--- src/rtl/fifo_pkg.sv ---
// fifo_pkg: shared width/capacity derivation and pointer-compare helpers for the level FIFO.
// Pointers carry one extra wrap bit so all 2**depth slots are usable.
package fifo_pkg;
    function automatic int ptr_w(input int depth);
        return depth + 1;
    endfunction

    function automatic int cap(input int depth);
        return 1 << depth;
    endfunction

    // Full when wrap bits differ and the addresses match.
    function automatic logic ptr_full(input logic [31:0] wr, input logic [31:0] rd, input int depth);
        logic [31:0] m;
        m = (32'd1 << depth) - 32'd1;
        return (((wr ^ rd) & m) == 32'd0) && ((((wr ^ rd) >> depth) & 32'd1) != 32'd0);
    endfunction

    function automatic logic ptr_empty(input logic [31:0] wr, input logic [31:0] rd);
        return wr == rd;
    endfunction
endpackage

--- src/rtl/fifo_mem.sv ---
// fifo_mem: storage array, one synchronous write port and one asynchronous read port.
// Ports: i_clk clock; i_we_w/i_waddr_w/i_wdata_w write port; i_raddr_w/o_rdata_w read port.
// Contents are never cleared.
module fifo_mem #(
    parameter int WIDTH = 8,
    parameter int AW    = 4
) (
    input  logic             i_clk,
    input  logic             i_we_w,
    input  logic [AW-1:0]    i_waddr_w,
    input  logic [WIDTH-1:0] i_wdata_w,
    input  logic [AW-1:0]    i_raddr_w,
    output logic [WIDTH-1:0] o_rdata_w
);
    logic [WIDTH-1:0] r_mem [2**AW];

    always_ff @(posedge i_clk)
        if (i_we_w) r_mem[i_waddr_w] <= i_wdata_w;

    assign o_rdata_w = r_mem[i_raddr_w];
endmodule

--- src/rtl/fifo_lvl.sv ---
// fifo_lvl: single-clock FWFT FIFO with occupancy count, runtime almost-full/almost-empty
// thresholds, overflow/underflow pulses and an optional high-water mark (macro FIFO_PEAK_EN).
// Ports: i_clk clock; i_reset_w sync active-high reset; i_data_w/i_write_w write side;
// i_read_w pop; i_afull_lvl_w/i_aempty_lvl_w thresholds; i_peak_clr_w peak clear;
// o_data_w head entry (0 when empty); o_count_w occupancy; o_full_w/o_empty_w/o_afull_w/o_aempty_w
// flags; o_overflow_w/o_underflow_w one-cycle error pulses; o_peak_w high-water mark.
module fifo_lvl
    import fifo_pkg::*;
#(
    parameter int FIFO_WIDTH = 8,
    parameter int FIFO_DEPTH = 4
) (
    input  logic                  i_clk,
    input  logic                  i_reset_w,
    input  logic [FIFO_WIDTH-1:0] i_data_w,
    input  logic                  i_write_w,
    input  logic                  i_read_w,
    input  logic [FIFO_DEPTH:0]   i_afull_lvl_w,
    input  logic [FIFO_DEPTH:0]   i_aempty_lvl_w,
    input  logic                  i_peak_clr_w,
    output logic [FIFO_WIDTH-1:0] o_data_w,
    output logic [FIFO_DEPTH:0]   o_count_w,
    output logic                  o_full_w,
    output logic                  o_empty_w,
    output logic                  o_afull_w,
    output logic                  o_aempty_w,
    output logic                  o_overflow_w,
    output logic                  o_underflow_w,
    output logic [FIFO_DEPTH:0]   o_peak_w
);
    localparam int PW = ptr_w(FIFO_DEPTH);

    logic [PW-1:0]         r_wr_ptr, r_rd_ptr, r_count;
    logic                  r_overflow, r_underflow;
    logic                  w_full, w_empty, w_wr_acc, w_rd_acc;
    logic [PW-1:0]         w_next_count;
    logic [FIFO_WIDTH-1:0] w_rd_data;

    assign w_full       = ptr_full(32'(r_wr_ptr), 32'(r_rd_ptr), FIFO_DEPTH);
    assign w_empty      = ptr_empty(32'(r_wr_ptr), 32'(r_rd_ptr));
    // A read frees the slot in the same edge, so a full FIFO still takes a paired write.
    assign w_wr_acc     = i_write_w && (!w_full || i_read_w);
    assign w_rd_acc     = i_read_w && !w_empty;
    assign w_next_count = r_count + PW'(w_wr_acc) - PW'(w_rd_acc);

    fifo_mem #(.WIDTH(FIFO_WIDTH), .AW(FIFO_DEPTH)) u_mem (
        .i_clk     (i_clk),
        .i_we_w    (w_wr_acc),
        .i_waddr_w (r_wr_ptr[FIFO_DEPTH-1:0]),
        .i_wdata_w (i_data_w),
        .i_raddr_w (r_rd_ptr[FIFO_DEPTH-1:0]),
        .o_rdata_w (w_rd_data)
    );

    always_ff @(posedge i_clk) begin
        if (i_reset_w) begin
            r_wr_ptr    <= '0;
            r_rd_ptr    <= '0;
            r_count     <= '0;
            r_overflow  <= 1'b0;
            r_underflow <= 1'b0;
        end else begin
            r_wr_ptr    <= r_wr_ptr + PW'(w_wr_acc);
            r_rd_ptr    <= r_rd_ptr + PW'(w_rd_acc);
            r_count     <= w_next_count;
            r_overflow  <= i_write_w && w_full && !i_read_w;
            r_underflow <= i_read_w && w_empty;
        end
    end

    assign o_data_w      = w_empty ? '0 : w_rd_data;
    assign o_count_w     = r_count;
    assign o_full_w      = w_full;
    assign o_empty_w     = w_empty;
    assign o_afull_w     = r_count >= i_afull_lvl_w;
    assign o_aempty_w    = r_count <= i_aempty_lvl_w;
    assign o_overflow_w  = r_overflow;
    assign o_underflow_w = r_underflow;

`ifdef FIFO_PEAK_EN
    logic [PW-1:0] r_peak;

    always_ff @(posedge i_clk) begin
        if (i_reset_w) r_peak <= '0;
        else if (i_peak_clr_w || (w_next_count > r_peak)) r_peak <= w_next_count;
    end

    assign o_peak_w = r_peak;
`else
    logic w_unused;
    assign w_unused = i_peak_clr_w;
    assign o_peak_w = '0;
`endif
endmodule

--- config.mk ---
export PLATFORM = sky130hd
export DESIGN_NAME = fifo_lvl
export DESIGN_NICKNAME = d
export VERILOG_FILES = /design/src/rtl/fifo_pkg.sv /design/src/rtl/fifo_mem.sv /design/src/rtl/fifo_lvl.sv
export SDC_FILE = /design/constraint.sdc
export NUM_CORES = 1
export LEC_CHECK = 0
export CAP_MARGIN = 40
export CORE_MARGIN = 2
export CORE_UTILIZATION = 61
export CTS_BUF_LIST = sky130_fd_sc_hd__clkbuf_2 sky130_fd_sc_hd__clkbuf_4 sky130_fd_sc_hd__clkbuf_8
export DETAILED_ROUTE_END_ITERATION = 10
export PLACE_DENSITY = 0.83
export SLEW_MARGIN = 20
export SYNTH_ARGS = -nofsm -noshare
export SYNTH_HDL_FRONTEND = slang
export SYNTH_HIERARCHICAL = 1
export SYNTH_SLANG_ARGS = --single-unit
--- constraint.sdc ---
create_clock -name i_clk -period 4.58 [get_ports i_clk]
set_input_delay 0.687 -clock i_clk [delete_from_list [all_inputs] [get_ports i_clk]]
set_output_delay 0.687 -clock i_clk [all_outputs]
set_load 0.01 [all_outputs]
==> results of run 1 <==
cell usage after synthesis (all sizes together):
| library cell | number | area, sq um |
|---|---|---|
| edfxtp | 128 | 3840 |
| mux4 | 32 | 773 |
| nor2 | 22 | 82.6 |
| ha | 19 | 238 |
| dfxtp | 17 | 340 |
| a22oi | 16 | 120 |
| buf | 15 | 124 |
| inv | 15 | 56.3 |
| nand2 | 10 | 37.5 |
| a21boi | 9 | 101 |
| nor2b | 9 | 56.3 |
| xnor2 | 8 | 70.1 |
| nand3 | 7 | 35.0 |
| a21oi | 6 | 30.0 |
| nand2b | 5 | 31.3 |
| xor2 | 5 | 43.8 |
| nor3 | 4 | 20.0 |
| a21o | 3 | 22.5 |
| clkdlybuf4s25 | 3 | 30.0 |
| o21ai | 3 | 15.0 |
| and2 | 2 | 15.0 |
| nand3b | 2 | 15.0 |
| or2 | 2 | 12.5 |
| a2111o | 1 | 11.3 |
| and2b | 1 | 7.51 |
| and4 | 1 | 11.3 |
| and4b | 1 | 11.3 |
| clkbuf | 1 | 3.75 |
| conb | 1 | 3.75 |
| fa | 1 | 20.0 |
| mux2 | 1 | 11.3 |
| nand4 | 1 | 6.26 |
| nor4b | 1 | 15.0 |
| o21a | 1 | 7.51 |
| o31ai | 1 | 7.51 |
| or3b | 1 | 8.76 |
kinds of logic after synthesis:
logic type                 count (synthesis)  share of synthesized area
DFF                                      145                      0.671
and+or+nand+nor                           69                     0.0586
AOI/OAI and AO/OA                         40                     0.0505
buffers and inverters                     34                     0.0343
muxes                                     33                      0.126
adders and majority gates                 20                     0.0413
xor gates and xnor gates                  13                     0.0183
other                                      1                   0.000601
sequential cells by signal, summed over array words and instances, names as in the netlist:
| name | flops |
|---|---|
| r_wr_ptr | 5 |
| r_rd_ptr | 5 |
| o_overflow_w | 1 |
| o_underflow_w | 1 |
| u_mem/r_mem | 128 |
| o_count_w | 5 |
tightest hold or removal path, cell delays in order, from the launching register on:
cell and delay [ns]:
dfxtp_1 0.37, xor2_1 0.07, nor2_1 0.07
metrics by stage:
step,total power [uW],util,setup slack [ns],instance area [sq um]
2_1_floorplan,2010,-,1.92,6250
3_3_place_gp,2200,0.682,1.31,6730
3_5_place_dp,2230,0.683,1.25,6740
4_1_cts,3100,0.719,0.779,7100
5_1_grt,3230,0.727,0.654,7170
6_report,3080,0.727,0.790,7170
worst max path at each step:
stage / to / depth (start not counted) / slack, ns
6_report: o_data_w[4] / 6 / 0.79
2_1_floorplan: o_count_w[4]$_SDFF_PP0_ / 11 / 1.92
3_5_place_dp: o_data_w[4] / 6 / 1.25
3_3_place_gp: o_data_w[4] / 6 / 1.31
5_1_grt: o_data_w[7] / 6 / 0.65
4_1_cts: o_data_w[4] / 6 / 0.78
cell type report:
type	count	area [sq um]
tap	133	166
multi-input combinational	180	1860
sequential	145	4190
clock buffer	17	234
fill	566	2690
inverter	15	56.3
timing repair buffer	58	548
clock inverter	15	125
per-layer routing:
metal	vias up	routed length [um]
met1	1655	4740
met5	-	0
li1	1511	-
met3	9	957
met4	0	68
met2	164	5760
power groups by stage:
| stage | registers (uW) | logic (uW) | clock network, uW |
|---|---|---|---|
| global route | 1550 | 718 | 965 |
| floorplan | 1540 | 474 | 0 |
| CTS | 1540 | 660 | 905 |
| global placement | 1570 | 631 | 0 |
| detailed placement | 1570 | 658 | 0 |
| finish | 1540 | 656 | 890 |
==> qor.csv, run 1 <==
stage;metric;value;unit
grt;grt ovf;0;
power;Leakage;0.00245;uW
cts;PostCTS Resize Cnt;0;
sta;setup TNS;0;ns
die;die area;11100;sq um
critical_path;worst endpoint required time;3.89;ns
placed_design;port buffer count;40;
sta;Fmax;264;MHz
power;Int Pwr;2240;uW
grt;busiest layer in global routing;met2;
sta;crit path time final;3.79;ns
cts;CTS buffer count;17;
power;sequential cell fraction of total power;0.499;
cts;CTS tree;built;
grt;initial antenna violation count;0;
route;routed vias/inst;5.93;
placed_design;Final Wtd Congestion;0.743;
cts;Root Driver;clkbuf_8;
layout;Nets;460;
critical_path;CP top delay family;flip-flops;
sta;Hold Fails Final Rpt;0;
yosys;synth warn;6;
cts;later-pin clock latency in the skew report;0.42;ns
route;Remaining DRCs;0;
grt;largest net degree at the start of global routing;23;
hold_path;worst hold-check path type;reg2reg;
hold_path;hold path endpoint;r_wr_ptr[4]$_SDFF_PP0_;
sta;hold slack;0.537;ns
cts;Reg clk slew, reported paths;0.08;ns
grt;vias in the first global route;3288;
status;outcome;completed;
layout;P&R area growth vs syn;14.9;%
route;DR pass1 iterations;5;
sta;Max Slew Vio Count;0;
sta;clock skew;0.0106;ns
placed_design;Post-Place Cells;521;
layout;diodes inserted;0;
critical_path;cell breakdown of the critical path;buf_12 > mux4_1 > a22oi_1 > nand2_1 > a21boi_2 > clkdlybuf4s50_1;
die;I/O pins;47;
critical_path;delay of the slowest critical-path stage;0.81;ns
critical_path;slowest cell on the critical path;dfxtp_2;
cts;setup bufs post-CTS;0;
die;Die Span Y;105;um
grt;first-pass GRT wire length;18.0;mm
hold_path;Hold Crit Depth;2;
critical_path;critical path type;reg2out;
sta;worst slew pin tran;0.791;ns
route;drt total wl;11.5;mm
layout;commonest non-fill, non-tap cell in the layout;edfxtp_1;
critical_path;Crit path arrival time;3.10;ns
grt;met1 GRT Util;0.298;
die;row cnt;36;
critical_path;CP endpoint kind;primary output;
critical_path;Register-to-Register Path Depth;10;
cts;CTS sink cnt;145;
placed_design;DP HPWL;7.57;mm
critical_path;Buf/Inv on CP;2;
critical_path;RR Endpoint;o_count_w[4]$_SDFF_PP0_;
grt;met2 usage;0.359;
die;core area;9860;sq um
run;number of max-cap violations;0;
cts;H-tree lvl count;4;
critical_path;Worst R2R Setup Slack;1.32;ns
grt;GR Layer Usage met3;0.0711;
critical_path;worst r2r src;r_rd_ptr[0]$_SDFF_PP0_;
sta;Slew HR;0.471;
yosys;Synth Instances;355;
hold_path;Worst Hold Launch;r_wr_ptr[4]$_SDFF_PP0_;
route;post-DR wirelength/cell;20.5;um
route;final antenna-violating net count;0;
yosys;Seq cells post-synth;145;
die;starting density of the core;0.632;
power;Net Sw Frac;0.275;
layout;Non-Filler Instances;563;
yosys;Seq/Total Area, Yosys;0.671;
critical_path;crit path max fanout;20;
cts;# hold bufs at CTS;0;
layout;share of post-route cells with drive strength above 1;0.195;
grt;All-Layer GR Usage;0.225;
yosys;Cell Area, Synth;6240;sq um
critical_path;crit path launch type;register;
sta;crit share post-route;0.827;
route;1st-iter DRT viols;306;
critical_path;CP Launch Point;r_rd_ptr[0]$_SDFF_PP0_;
route;via count;3339;
die;Die W;105;um
yosys;syn_area_per_cell;17.6;sq um
cts;clock buffer depth;2;
sta;Final Setup Violations;0;
sta;RSZ-0062 raised after global routing;false;
yosys;Yosys cell types;42;
power;Pwr Density;430;nW/um^2
power;Psw;847;uW
power;peak supply drop;0.267;mV
power;Logic pwr share;0.213;
layout;most frequent cells in the layout;128 x edfxtp_1, 40 x clkdlybuf4s50_1, 22 x nor2_1;
power;clock share of power;0.289;
Power figures use the tool's default switching activity.
==> inputs of run 2 (changes only) <==
- CORE_UTILIZATION: 61 -> 55
- PLACE_DENSITY: 0.83 -> 0.79
- clock period: 4.58 -> 3.1 ns (I/O delays scaled with it)
==> qor.csv, run 2 (same netlist as run 1, synthesis figures left out) <==
stage;metric;value;unit
route;final antenna-violating net count;0;
route;1st-iter DRT viols;227;
critical_path;cell breakdown of the critical path;buf_12 > mux4_1 > a22oi_2 > nand2_1 > a21boi_2 > clkdlybuf4s50_1;
critical_path;crit path launch type;register;
die;core area;10900;sq um
critical_path;delay of the slowest critical-path stage;0.58;ns
grt;largest net degree at the start of global routing;26;
sta;crit share post-route;0.980;
cts;CTS tree;built;
grt;first-pass GRT wire length;18.1;mm
layout;Non-Filler Instances;577;
layout;most frequent cells in the layout;128 x edfxtp_1, 34 x clkdlybuf4s50_1, 21 x nor2_1, 21 x buf_4, 20 x mux4_2;
die;die area;12200;sq um
route;via count;3314;
route;Remaining DRCs;0;
placed_design;DP HPWL;7.23;mm
grt;vias in the first global route;3355;
critical_path;critical path type;reg2out;
critical_path;Buf/Inv on CP;2;
die;starting density of the core;0.570;
die;I/O pins;47;
layout;commonest non-fill, non-tap cell in the layout;edfxtp_1;
placed_design;port buffer count;40;
sta;RSZ-0062 raised after global routing;true;
power;Pwr Density;656;nW/um^2
power;Final Total Pwr;4820;uW
layout;area of the multi-input gates;1890;sq um
grt;grt ovf;0;
layout;Storage cell area;4190;sq um
sta;hold slack;0.551;ns
cts;Root Driver;clkbuf_8;
layout;P&R area growth vs syn;17.9;%
critical_path;worst endpoint required time;2.63;ns
route;drt total wl;11.9;mm
critical_path;crit path max fanout;13;
layout;max reg flops;128;
cts;clock buffer depth;2;
layout;Nets;467;
layout;share of post-route cells with drive strength above 1;0.229;
sta;Slew HR;0.559;
power;Leakage;0.00258;uW
critical_path;Crit path arrival time;2.57;ns
placed_design;Final Wtd Congestion;0.811;
die;Die Span Y;111;um
route;DR pass1 iterations;4;
sta;Final Setup Violations;0;
sta;Max Slew Vio Count;0;
sta;Fmax;329;MHz
route;routed vias/inst;5.74;
grt;initial antenna violation count;0;
critical_path;CP top delay family;buffers and inverters;
sta;crit path time final;3.04;ns
cts;later-pin clock latency in the skew report;0.46;ns
cts;CTS sink cnt;145;
die;row cnt;38;
layout;Top reg by flops;u_mem/r_mem;
die;Die W;111;um
critical_path;CP endpoint kind;primary output;
layout;diodes inserted;0;
sta;Hold Fails Final Rpt;0;
power;peak supply drop;0.658;mV
cts;H-tree lvl count;4;
route;post-DR wirelength/cell;20.6;um
cts;CTS buffer count;17;
cts;Reg clk slew, reported paths;0.09;ns
placed_design;Place WS;0.200;ns
critical_path;slowest cell on the critical path;mux4_1;
sta;clock skew;0.0114;ns
cts;# hold bufs at CTS;0;
layout;Layout fillers;713;
placed_design;Post-Place Cells;535;
run;number of max-cap violations;0;
sta;worst slew pin tran;0.659;ns
status;outcome;completed;
grt;All-Layer GR Usage;0.201;
sta;worst setup margin;0.0609;ns
hold_path;worst hold-check path type;reg2reg;
run 2: what timing repair did:
item | CTS | global route
setup buffers | 0 | 1
gates resized for setup | 5 | 14
hold endpoints to repair | 0 | 0
endpoints found under the setup margin | 6 | 6
pin swaps | 0 | 2
cloned | 1 | 0
run 2: final timing paths:
path / startpoint / to / slack (ns) / depth (start not counted)
hold / removal: r_rd_ptr[4]$_SDFF_PP0_ / r_rd_ptr[4]$_SDFF_PP0_ / 0.55 / 2
setup reg to reg: r_rd_ptr[0]$_SDFF_PP0_ / o_count_w[4]$_SDFF_PP0_ / 0.32 / 11
hold reg to reg: r_rd_ptr[4]$_SDFF_PP0_ / r_rd_ptr[4]$_SDFF_PP0_ / 0.55 / 2
setup / recovery: r_rd_ptr[0]$_SDFF_PP0_ / o_data_w[3] / 0.06 / 6
run 2: final cells by class:
type                    count  share of cell area
clock buffers              17              0.0318
clock inverters            15              0.0235
inverters                  15             0.00765
multi-input cells         180               0.256
flip-flops and latches    145               0.569
well taps                 140              0.0238
repair buffers             65              0.0876
run 2: stage by stage:
step | utilization | area, sq um | setup TNS [ns]
floorplan | - | 6250 | 0
global placement | 0.621 | 6790 | 0
detailed placement | 0.622 | 6800 | 0
CTS | 0.663 | 7250 | -0.137
global route | 0.673 | 7360 | -0.0270
finish | 0.673 | 7360 | 0
run 2: per-layer routing:
metal	global-route usage	vias to the layer above	wire length [um]
li1	-	1521	-
met1	0.267	1634	4810
met2	0.311	137	5960
met3	0.0741	22	908
met4	0.0650	0	210
met5	0	-	0
run 2: tightest hold or removal path: cells and delay by family (launching register included):
family,cells,cell delay [ns]
xor+xnor,1,0.08
flops,1,0.37
simple gates,1,0.07
run 2: where the power goes:
part	switching [uW]	leakage (uW)	internal, uW	total (uW)
Combinational	476	0.00108	597	1070
Sequential	55.3	0.00130	2180	2240
Clock	774	0.000198	740	1510
Total	1300	0.00258	3520	4820
==> RTL edit (flow settings as in run 1) <==
The output `o_overflow_w` loses its register stage (`r_overflow` becomes a continuous assignment).
--- a/src/rtl/fifo_lvl.sv
+++ b/src/rtl/fifo_lvl.sv
@@ -59,3 +59,2 @@
             r_count     <= '0;
-            r_overflow  <= 1'b0;
             r_underflow <= 1'b0;
@@ -65,3 +64,2 @@
             r_count     <= w_next_count;
-            r_overflow  <= i_write_w && w_full && !i_read_w;
             r_underflow <= i_read_w && w_empty;
@@ -69,2 +67,4 @@
     end
+
+    assign r_overflow = i_write_w && w_full && !i_read_w;
 
Formal check against the unedited RTL: same outputs for any inputs over 10 cycles, from zero or initial values and one cycle with i_reset_w high; that may be too few to reach the edited logic, so the function may still have changed.
==> RTL edit against run 1 <==
Setup slack worse by 51 ps; cell count is 0.89% lower; highest routed layer unchanged; register-to-register slack worse by 410 ps; cell area is 1.3% lower; area after synthesis is 1.1% lower; total power is 1.4% lower; critical path type unchanged; count of clock-buffer cells in the layout stayed put; sequential cell count is 1 lower; worst hold slack better by 4.6 ps; clock power is 1% lower; wire length is 1.0% lower; synthesized cell count is 0.56% lower; largest power group unchanged.
==> RTL edit: results (changes against run 1) <==
* Yosys cell types at 39 (-7.1%)
* Fill cell count at 592 (+4.6%)
* Cts bufs inserted at 17 (unchanged)
* Area taken by multi-input logic gates at 1818 um^2 (-2.0%)
* Crit-path max FO at 18 (-10%)
* DP HPWL at 7.344 mm (-3.0%)
* Largest net degree at the start of global routing at 35 (+52%)
* Register area share after synthesis at 0.6749 (+0.004236)
* Setup Skew at 14.09 ps (+3.503 ps)
* Initial antenna violation count at 0 (unchanged)
* Clock buffer depth at 2 (unchanged)
* Syn avg cell area at 17.48 um^2 (-0.54%)
* Leakage power at 2.446 nW (about the same)
* Global-route wire length before repair at 17.91 mm (-0.61%)
* Port-buffer cells at 40 (unchanged)
* VDD IR max at 0.3300 mV (+24%)
* Routed wire length at 11.41 mm (-1.0%)
* Slowest stage delay, CP at 710 ps (-100 ps)
* Clock latency on the worst-skew pair at approximately 430 ps
* Largest Register: u_mem/r_mem
* P_int at 0.002207 W (-1.3%)
* Final GP Congestion at 0.7623 (+2.6%)
* Final net count at 455 (-1.1%)
* Commonest cells in the netlist: 128 x edfxtp_1, 22 x nor2_1, 19 x ha_1, 18 x mux4_2
* Final std cells w/o fill at 558 (-0.89%)
* Worst slew margin at 0.4353 (-0.03539)
* Vias at 3338 (-0.030%)
* Setup TNS at 0 ps (unchanged)
* Initial DRC count at 255 (-17%)
* Hold Path Class: reg2reg
* GRT Total Usage at 0.2244 (about the same)
* CP arrival at 3150 ps (+50 ps)
* Post-cts sizing count at 0 (unchanged)
* Placed cell count at 518 (-0.58%)
* Cell area after placement at 6659 um^2 (-1.2%)
* Layout cells sized above 1 at 0.1647 (-0.03064)
* Clock root buffer: clkbuf_8
* Synth area leaders: edfxtp_1 62%, mux4_2 6.6%, mux4_1 6.0%
* Yosys warns at 6 (unchanged)
* Number of synthesized flops with an enable pin at 128 (unchanged)
* Status: finished clean
* Worst slack, placed at 950.8 ps (-303.7 ps)
* Vias in the first global route at 3400 (+3.4%)
[RTL edit: cells by family (layout without fill, tap and decap cells)]
logic type                 Yosys count  count (layout)  share of synthesized area
DFF                                144             144                     0.6749
and+or+nand+nor                     68              68                    0.05780
AOI/OAI and AO/OA                   40              40                    0.04644
buffers and inverters               34             102                    0.03285
muxes                               33              33                     0.1272
adders and majority gates           20              20                    0.04178
xor gates and xnor gates            13              13                    0.01845
other                                1               5                  0.0006078
[RTL edit: cell type report]
type	instances	area share
clock buffer	17	0.03306
multi-input combinational	179	0.2569
inverter	15	0.007956
clock inverter	15	0.01750
tap	133	0.02351
sequential	144	0.5886
timing repair buffer	55	0.07249
[RTL edit: path summary, 6_finish.rpt]
kind / depth (start not counted) / endpoint / slack [ps] / startpoint
worst max register to register: 10 / o_count_w[4] / 910 / r_rd_ptr[0]
worst max-delay path: 6 / o_data_w[1] / 740 / r_rd_ptr[0]
worst min-delay path: 2 / r_rd_ptr[4] / 540 / r_rd_ptr[4]
worst min register to register: 2 / r_rd_ptr[4] / 540 / r_rd_ptr[4]
[RTL edit: layer usage]
layer | global-route usage | routed length (um)
met1 | 0.2880 | 4495
met2 | 0.3819 | 5976
met3 | 0.06425 | 857
met4 | 0.05714 | 80
met5 | 0 | 0
[RTL edit: critical path: cells and delay by family (launching register included)]
family | cells | cell delay (ps)
DFF | 1 | 710
muxes | 1 | 630
AOI/OAI and AO/OA | 2 | 360
buffers and inverters | 2 | 940
and+or+nand+nor | 1 | 100
[RTL edit: power by group through the flow]
stage	Sequential (W)	Combinational, W	Clock, W
after floorplan	0.00153	0.000441	0
after global placement	0.00155	0.000609	0
after detailed placement	0.00155	0.000637	0
after CTS	0.00152	0.000641	0.000905
after global routing	0.00153	0.000704	0.000966
final	0.00152	0.000641	0.000879
